## src/rtl/spi_ram_arbiter.sv

```systemverilog
// spi_ram_arbiter: round-robin share of one single-port SPI RAM by two
// requesters; each transaction is an address step then a data/read step.
module spi_ram_arbiter #(
   parameter int ADDR_SIZE = 8,
   parameter int TIMEOUT   = 4
) (
   input  logic                 clk,
   input  logic                 arst_n,
   input  logic                 req0_valid,
   output logic                 req0_ready,
   input  logic                 req0_we,
   input  logic [ADDR_SIZE-1:0] req0_addr,
   input  logic [7:0]           req0_wdata,
   output logic                 rsp0_valid,
   output logic [7:0]           rsp0_rdata,
   output logic                 rsp0_err,
   input  logic                 req1_valid,
   output logic                 req1_ready,
   input  logic                 req1_we,
   input  logic [ADDR_SIZE-1:0] req1_addr,
   input  logic [7:0]           req1_wdata,
   output logic                 rsp1_valid,
   output logic [7:0]           rsp1_rdata,
   output logic                 rsp1_err,
   output logic [9:0]           ram_din,
   output logic                 ram_rx_valid,
   input  logic [7:0]           ram_dout,
   input  logic                 ram_tx_valid
);

   localparam int CW = (TIMEOUT > 1) ? $clog2(TIMEOUT) : 1;
   localparam logic [CW-1:0] CNT_LAST = CW'(TIMEOUT - 1);

   typedef enum logic [1:0] {
      IDLE,
      ADDR,
      DATA,
      WAIT_RD
   } state_t;

   state_t               state_q, state_d;
   logic                 id_q, id_d;
   logic                 we_q, we_d;
   logic [ADDR_SIZE-1:0] addr_q, addr_d;
   logic [7:0]           wdata_q, wdata_d;
   logic                 last_q, last_d;
   logic [CW-1:0]        cnt_q, cnt_d;
   logic [9:0]           din_q, din_d;
   logic                 rxv_q, rxv_d;
   logic [1:0]           rspv_q, rspv_d;
   logic [1:0]           err_q, err_d;
   logic [7:0]           rdata0_q, rdata0_d;
   logic [7:0]           rdata1_q, rdata1_d;

   logic                 grant0;
   logic                 grant1;
   logic                 sel_we;
   logic [ADDR_SIZE-1:0] sel_addr;
   logic [7:0]           sel_wdata;

   // Round-robin: a lone requester wins; on a tie the one not served last wins
   always_comb begin
      grant0    = req0_valid & (~req1_valid | last_q);
      grant1    = req1_valid & (~req0_valid | ~last_q);
      sel_we    = grant1 ? req1_we : req0_we;
      sel_addr  = grant1 ? req1_addr : req0_addr;
      sel_wdata = grant1 ? req1_wdata : req0_wdata;
   end

   assign req0_ready   = (state_q == IDLE) & grant0;
   assign req1_ready   = (state_q == IDLE) & grant1;
   assign ram_din      = din_q;
   assign ram_rx_valid = rxv_q;
   assign rsp0_valid   = rspv_q[0];
   assign rsp1_valid   = rspv_q[1];
   assign rsp0_err     = err_q[0];
   assign rsp1_err     = err_q[1];
   assign rsp0_rdata   = rdata0_q;
   assign rsp1_rdata   = rdata1_q;

   // Next-state, RAM command and single-cycle response generation
   always_comb begin
      state_d  = state_q;
      id_d     = id_q;
      we_d     = we_q;
      addr_d   = addr_q;
      wdata_d  = wdata_q;
      last_d   = last_q;
      cnt_d    = cnt_q;
      din_d    = '0;
      rxv_d    = 1'b0;
      rspv_d   = '0;
      err_d    = '0;
      rdata0_d = '0;
      rdata1_d = '0;
      unique case (state_q)
         IDLE: begin
            if (grant0 | grant1) begin
               id_d    = grant1;
               we_d    = sel_we;
               addr_d  = sel_addr;
               wdata_d = sel_wdata;
               last_d  = grant1;
               din_d   = {sel_we ? 2'b00 : 2'b10, 8'(sel_addr)};
               rxv_d   = 1'b1;
               state_d = ADDR;
            end
         end
         ADDR: begin
            din_d   = {we_q ? 2'b01 : 2'b11, we_q ? wdata_q : 8'h00};
            rxv_d   = 1'b1;
            state_d = DATA;
         end
         DATA: begin
            if (we_q) begin
               rspv_d[id_q] = 1'b1;
               state_d      = IDLE;
            end else begin
               cnt_d   = '0;
               state_d = WAIT_RD;
            end
         end
         WAIT_RD: begin
            if (ram_tx_valid) begin
               rspv_d[id_q] = 1'b1;
               if (id_q) rdata1_d = ram_dout;
               else      rdata0_d = ram_dout;
               state_d = IDLE;
            end else if (cnt_q == CNT_LAST) begin
               rspv_d[id_q] = 1'b1;
               err_d[id_q]  = 1'b1;
               state_d      = IDLE;
            end else begin
               cnt_d = cnt_q + CW'(1);
            end
         end
         default: state_d = IDLE;
      endcase
   end

   // State and output registers with synchronous active-low reset
   always_ff @(posedge clk) begin
      if (!arst_n) begin
         state_q  <= IDLE;
         id_q     <= 1'b0;
         we_q     <= 1'b0;
         addr_q   <= '0;
         wdata_q  <= '0;
         last_q   <= 1'b1;
         cnt_q    <= '0;
         din_q    <= '0;
         rxv_q    <= 1'b0;
         rspv_q   <= '0;
         err_q    <= '0;
         rdata0_q <= '0;
         rdata1_q <= '0;
      end else begin
         state_q  <= state_d;
         id_q     <= id_d;
         we_q     <= we_d;
         addr_q   <= addr_d;
         wdata_q  <= wdata_d;
         last_q   <= last_d;
         cnt_q    <= cnt_d;
         din_q    <= din_d;
         rxv_q    <= rxv_d;
         rspv_q   <= rspv_d;
         err_q    <= err_d;
         rdata0_q <= rdata0_d;
         rdata1_q <= rdata1_d;
      end
   end

endmodule

```

## config.mk

```make
export PLATFORM = sky130hd
export DESIGN_NAME = spi_ram_arbiter
export DESIGN_NICKNAME = d
export VERILOG_FILES = /design/src/rtl/spi_ram_arbiter.sv
export SDC_FILE = /design/constraint.sdc
export NUM_CORES = 1
export LEC_CHECK = 0
export CAP_MARGIN = 20
export CORE_AREA = 2 2 72 74
export DETAILED_ROUTE_END_ITERATION = 10
export DIE_AREA = 0 0 74 76
export PLACE_DENSITY = 0.71
export SLEW_MARGIN = 20
export SYNTH_ARGS = -nofsm -noshare
export SYNTH_HDL_FRONTEND = slang
export SYNTH_SLANG_ARGS = --single-unit
```

## constraint.sdc

```tcl
create_clock -name clk -period 1.2 [get_ports clk]
set_clock_uncertainty 0.2 [all_clocks]
set_input_delay 0.24 -clock clk [delete_from_list [all_inputs] [get_ports clk]]
set_output_delay 0.24 -clock clk [all_outputs]
set_load 0.01 [all_outputs]
```

# Word level (Yosys, flattened, before mapping)

Index checks and enable logic that the tools add are counted.

Flip-flop bits (word level): 46
Bits in latches: 0
Memory bits (writable): 0
ROM bits: 0
Input port bits: 47
Output and inout port bits: 33
Logic and storage cells: 71
Memories: 0

Add/sub/neg operators: 1
Multipliers: 0
Divide/modulo/power cells: 0
Order comparisons: 2
Equal/unequal tests: 9
Shift operators: 0
Muxes and demuxes: 25
Bitwise operators: 13
Reduce and logical (&&, ||, !) cells: 9

Operators by type and width:

| kind                  | number |
|---|---|
| $mux W2               | 12 |
| $mux W8               | 3 |
| $pmux W10 S2          | 1 |
| $mux W10              | 1 |
| $pmux W2 S2           | 2 |
| $pmux W2 S4           | 1 |
| $reduce_and A4 Y1     | 2 |
| $eq A2 B2 Y1 const B  | 3 |
| $ne A2 B2 Y1 const B  | 3 |
| $not A1 Y1            | 6 |
| $and A1 B1 Y1         | 4 |
| $reduce_and A2 Y1     | 2 |
| $reduce_or A4 Y1      | 1 |
| $mux W1               | 3 |
| $ne A3 B3 Y1 const B  | 1 |
| $or A1 B1 Y1          | 3 |
| $reduce_or A3 Y1      | 1 |
| $add A2 B1 Y2 const B | 1 |
| $eq A2 B1 Y1 const B  | 1 |
| $logic_not A2 Y1      | 1 |
| $lt A1 B2 Y1 const B  | 1 |
| $ne A2 B1 Y1 const B  | 1 |
| $pmux W1 S2           | 1 |
| $reduce_bool A2 Y1    | 1 |
| other kinds (3)       | 3 |

# Longest topological paths before layout

Gate-level depths: netlist of the first run.

Depth in word-level cells: 7
Depth in mapped cells: 5
Gate-level depth less buffers: 5

# Least setup slack after synthesis of the first run

Ideal clock, no wire load.

Path type: register to output
Start point: register state_q[1]
End point: output port req0_ready
Arrival time: 0.911 ns
Data required time: 0.760 ns
Setup slack: -0.151 ns
Cell stages (with the launch flop): 5
Path buffers: 1
Cells stage by stage: dfxtp_1 -> buf_2 -> nor2_1 -> nand2_1 -> a21oi_1

Longest elaborated chain between the ends: 2

Ends and longest elaborated chain:

| element                | line | RTL |
|---|---|---|
| from (decl)            | 41   | `state_t state_q, state_d;` |
| from (signal assigned) | 158  | `state_q <= state_d;` |
| $logic_not A2 Y1       | 70   | `assign req0_ready = (state_q == IDLE) & grant0;` |
| $and A1 B1 Y1          | 70   |  |
| to (decl)              | 10   | `output logic req0_ready,` |

No other way between the ends.

# Final worst setup path of the first run

Start point: register last_q
End point: output port req1_ready

Longest elaborated chain between the ends: 4

Ends and longest elaborated chain:

| element                | line | RTL |
|---|---|---|
| from (decl)            | 46   | `logic last_q, last_d;` |
| from (signal assigned) | 163  | `last_q <= last_d;` |
| $not A1 Y1             | 64   | `grant1 = req1_valid & (~req0_valid \| ~last_q);` |
| $or A1 B1 Y1           | 64   |  |
| $and A1 B1 Y1          | 64   |  |
| $and A1 B1 Y1          | 71   | `assign req1_ready = (state_q == IDLE) & grant1;` |
| to (decl)              | 18   | `output logic req1_ready,` |

No other way between the ends.

==> results of run 1 <==
## path summary, 6_finish.rpt
check	start	end	slack, ns
setup / recovery	last_q	req1_ready	-0.37
hold / removal	arst_n	state_q[1]	0.20
setup reg to reg	state_q[1]	we_q	-0.28
hold reg to reg	wdata_q[2]	ram_din[2]	0.26
## through the flow
stage | cells | cell area, um^2 | TNS, ns | hold WS, ns | power, mW
4_1_cts | 348 | 2650 | -7.44 | 0.256 | 3.36
5_1_grt | 350 | 2820 | -10.84 | 0.214 | 3.65
6_report | 350 | 2820 | -7.03 | 0.201 | 3.49
3_5_place_dp | 338 | 2660 | -23.72 | 0.239 | 2.46
2_1_floorplan | 179 | 1700 | -0.450 | 0.162 | 2.07
3_3_place_gp | 338 | 2660 | -23.32 | 0.237 | 2.45
## layout make-up
| cell class | instances | area (um^2) | share of cell area, % |
|---|---|---|---|
| tap | 70 | 87.6 | 3.10 |
| clock buffer | 6 | 72.6 | 2.57 |
| inverter | 3 | 11.3 | 0.399 |
| sequential | 46 | 940 | 33.3 |
| timing repair buffer | 103 | 883 | 31.3 |
| multi-input combinational | 121 | 820 | 29.0 |
| clock inverter | 1 | 7.51 | 0.266 |
## state kept, by name, summed over array words and instances (netlist names)
| name | flops |
|---|---|
| cnt_q | 2 |
| rsp1_rdata | 8 |
| err_q | 2 |
| last_q | 1 |
| state_q | 2 |
| ram_rx_valid | 1 |
| ram_din | 10 |
| wdata_q | 8 |
| id_q | 1 |
| we_q | 1 |
| rspv_q | 2 |
| rsp0_rdata | 8 |
## critical path, cell delays in order (launching register included)
cell,delay [ns]
dfxtp_2,0.33
a21bo_1,0.21
nor3_4,0.13
buf_2,0.16
## cells in the final DEF, fill, tap and decap left out, drive strengths merged, types with 6 or more instances in the layout
master	Yosys	layout
nand2	32	32
clkdlybuf4s50	0	43
and2	16	16
a31oi	9	9
clkbuf	3	6
nor2	11	11
dfxtp	46	46
buf	6	57
o21ai	18	18
mux2i	8	8
a21oi	6	6
## cell families after synthesis
| logic type | Yosys count | synth area share [%] |
|---|---|---|
| and+or+nand+nor | 75 | 22.7 |
| DFF | 46 | 54.8 |
| buffers and inverters | 12 | 4.17 |
| adders and majority gates | 1 | 0.744 |
| muxes | 8 | 4.77 |
| AOI/OAI and AO/OA | 37 | 12.8 |
## metal layers
| layer | up-vias | wire length, um | part of all wire (%) |
|---|---|---|---|
| met5 | - | 0 | 0 |
| met1 | 724 | 1860 | 41 |
| met4 | 0 | 107 | 2.3 |
| met3 | 8 | 237 | 5.2 |
| li1 | 801 | - | - |
| met2 | 44 | 2350 | 52 |
## power by group through the flow
stage	logic, mW	registers (mW)	clock network [mW]
2_1_floorplan	0.332	1.74	0
3_3_place_gp	0.722	1.73	0
3_5_place_dp	0.727	1.73	0
4_1_cts	0.748	1.69	0.914
5_1_grt	0.945	1.73	0.969
6_report	0.870	1.72	0.897
## repair_timing
item	4_1_cts	5_1_grt
pin swaps	14	10
buffers inserted	2	2
resized for setup	155	51
endpoints found under the setup margin	75	63
gates cloned	1	1
hold endpoints to repair	0	0
==> reports/metrics.cfg, run 1 <==
[run_status]
status = finished, violations left
violations = setup timing

[yosys]
yosysUniqueCellTypes = 28
yosysMostFrequentCell = dfxtp_1
netlist_top_cells_area = dfxtp_1, nand2_1, and2_1
synth_top_area_share_pct = 54.8
ys_top_cells_by_count = dfxtp_1, nand2_1, and2_1
syn_area_per_cell_um2 = 9.39
synth_fp_nets = 227
yosysTopAreaCell = dfxtp_1
ys_seq_elements = 46
syn_inst = 179
synthArstFlopShare_pct = 0
netlist_area_um2 = 1680
synth_edf_count = 0
synth-seq-area-share_pct = 54.8
synthFlopType = dfxtp_1
yosysWarnings = 0

[global_routing]
gr-total-overflow = 0
grt_util_met1_pct = 18.3
grt_max_degree = 18
grt_pass1_vias = 1459
grt_usage_pct = 15.9
antenna_found_initial = 0
grt.met2_usage_pct = 26.8
grt_use_met3_pct = 3.84
busiest_layer = met2
grt_pass1_wl_mm = 6.84

[job]
drv_cap = 0

[finish]
syn_to_final_growth_pct = 67.9
post-route-util_pct = 57.4
drive_gt1_share_pct = 37.1
antenna_cells = 0
n_fill_cell = 448
final_nets = 328

[routing]
drt_iter0_drc = 41
antenna_left = 0
routed_via_density = 4.51
first_pass_iters = 4
drc = 0
postRouteWirelength_mm = 4.56
wire_per_inst_um = 13.0
vias = 1577

[worst_hold_path]
hold_path_class = input pin to flip-flop
worst_hold_path.num_cells = 4

[die]
fp.dieArea_um2 = 5620
die_w_um = 74
io_pins = 80
die_h_um = 76
row_count = 26
start_util_pct = 34.2
core_area_um2 = 4910

[power_and_ir_drop]
pwr_density_cell_nw_per_um2 = 1240
ir_worst_vdd_v = 0.000452
sequentialPowerShare_pct = 49.3
power.switching_mw = 0.969
static-leakage-power_nw = 1.25
p_int_mw = 2.52
swShare_pct = 27.8
p_comb_share_pct = 24.9
clkPwrFrac_pct = 25.7

[timing]
min_period_over_period_pct = 131
drv_slew = 0
layout_setup_ws_ns = -0.370
fin_crit_ns = 1.57
clock.fmax_mhz = 637
setup_viol = 43
slew_headroom_pct = 81.9
rsz0062_at_grt = yes
tightest_slew_ns = 0.271
hold_violations = 0

[place]
dp_hpwl_mm = 3.08
place.gp.congestion = 0.797
port-buffer-count = 79
pre_cts_ws_ns = -0.924

[clock_tree]
clk_latency_ns = 0.30
cts_root_buf = clkbuf_8
cts_tree = built
cts_hold_buf = 0
path_clk_slew_ns = 0.08
cts-htree-levels = 2
cts_sinks = 46
cts_buffer_depth = 2
cts_made_buffers = 5

[worst_setup_path]
cp_max_fo = 2
setup.worst_path.class = flip-flop to output pin
cp-start-kind = flip-flop
arrival_ns = 1.13
ff2ff_path_depth = 5
end_kind = output pin
worstPathRequired_ns = 0.76

(Power assumes the default switching activity.)
==> run 2: changes to the inputs <==
--- a/config.mk
+++ b/config.mk
@@ -5,8 +5,9 @@
 export SDC_FILE = /design/constraint.sdc
 export NUM_CORES = 1
 export LEC_CHECK = 0
-export CAP_MARGIN = 20
+export ABC_CLOCK_PERIOD_IN_PS = 1200
 export CORE_AREA = 2 2 72 74
+export CTS_CLUSTER_DIAMETER = 50
 export DETAILED_ROUTE_END_ITERATION = 10
 export DIE_AREA = 0 0 74 76
 export PLACE_DENSITY = 0.71
==> results of run 2 <==
Final layout, timing and power as in run 1 (identical DEF).
==> run 3: changes to the inputs <==
--- a/config.mk
+++ b/config.mk
@@ -10,6 +10,7 @@
 export CTS_CLUSTER_DIAMETER = 50
 export DETAILED_ROUTE_END_ITERATION = 10
 export DIE_AREA = 0 0 74 76
+export HOLD_SLACK_MARGIN = 0.12
 export PLACE_DENSITY = 0.71
 export SLEW_MARGIN = 20
 export SYNTH_ARGS = -nofsm -noshare
==> results of run 3 <==
Final layout, timing and power as in run 1 (identical DEF).
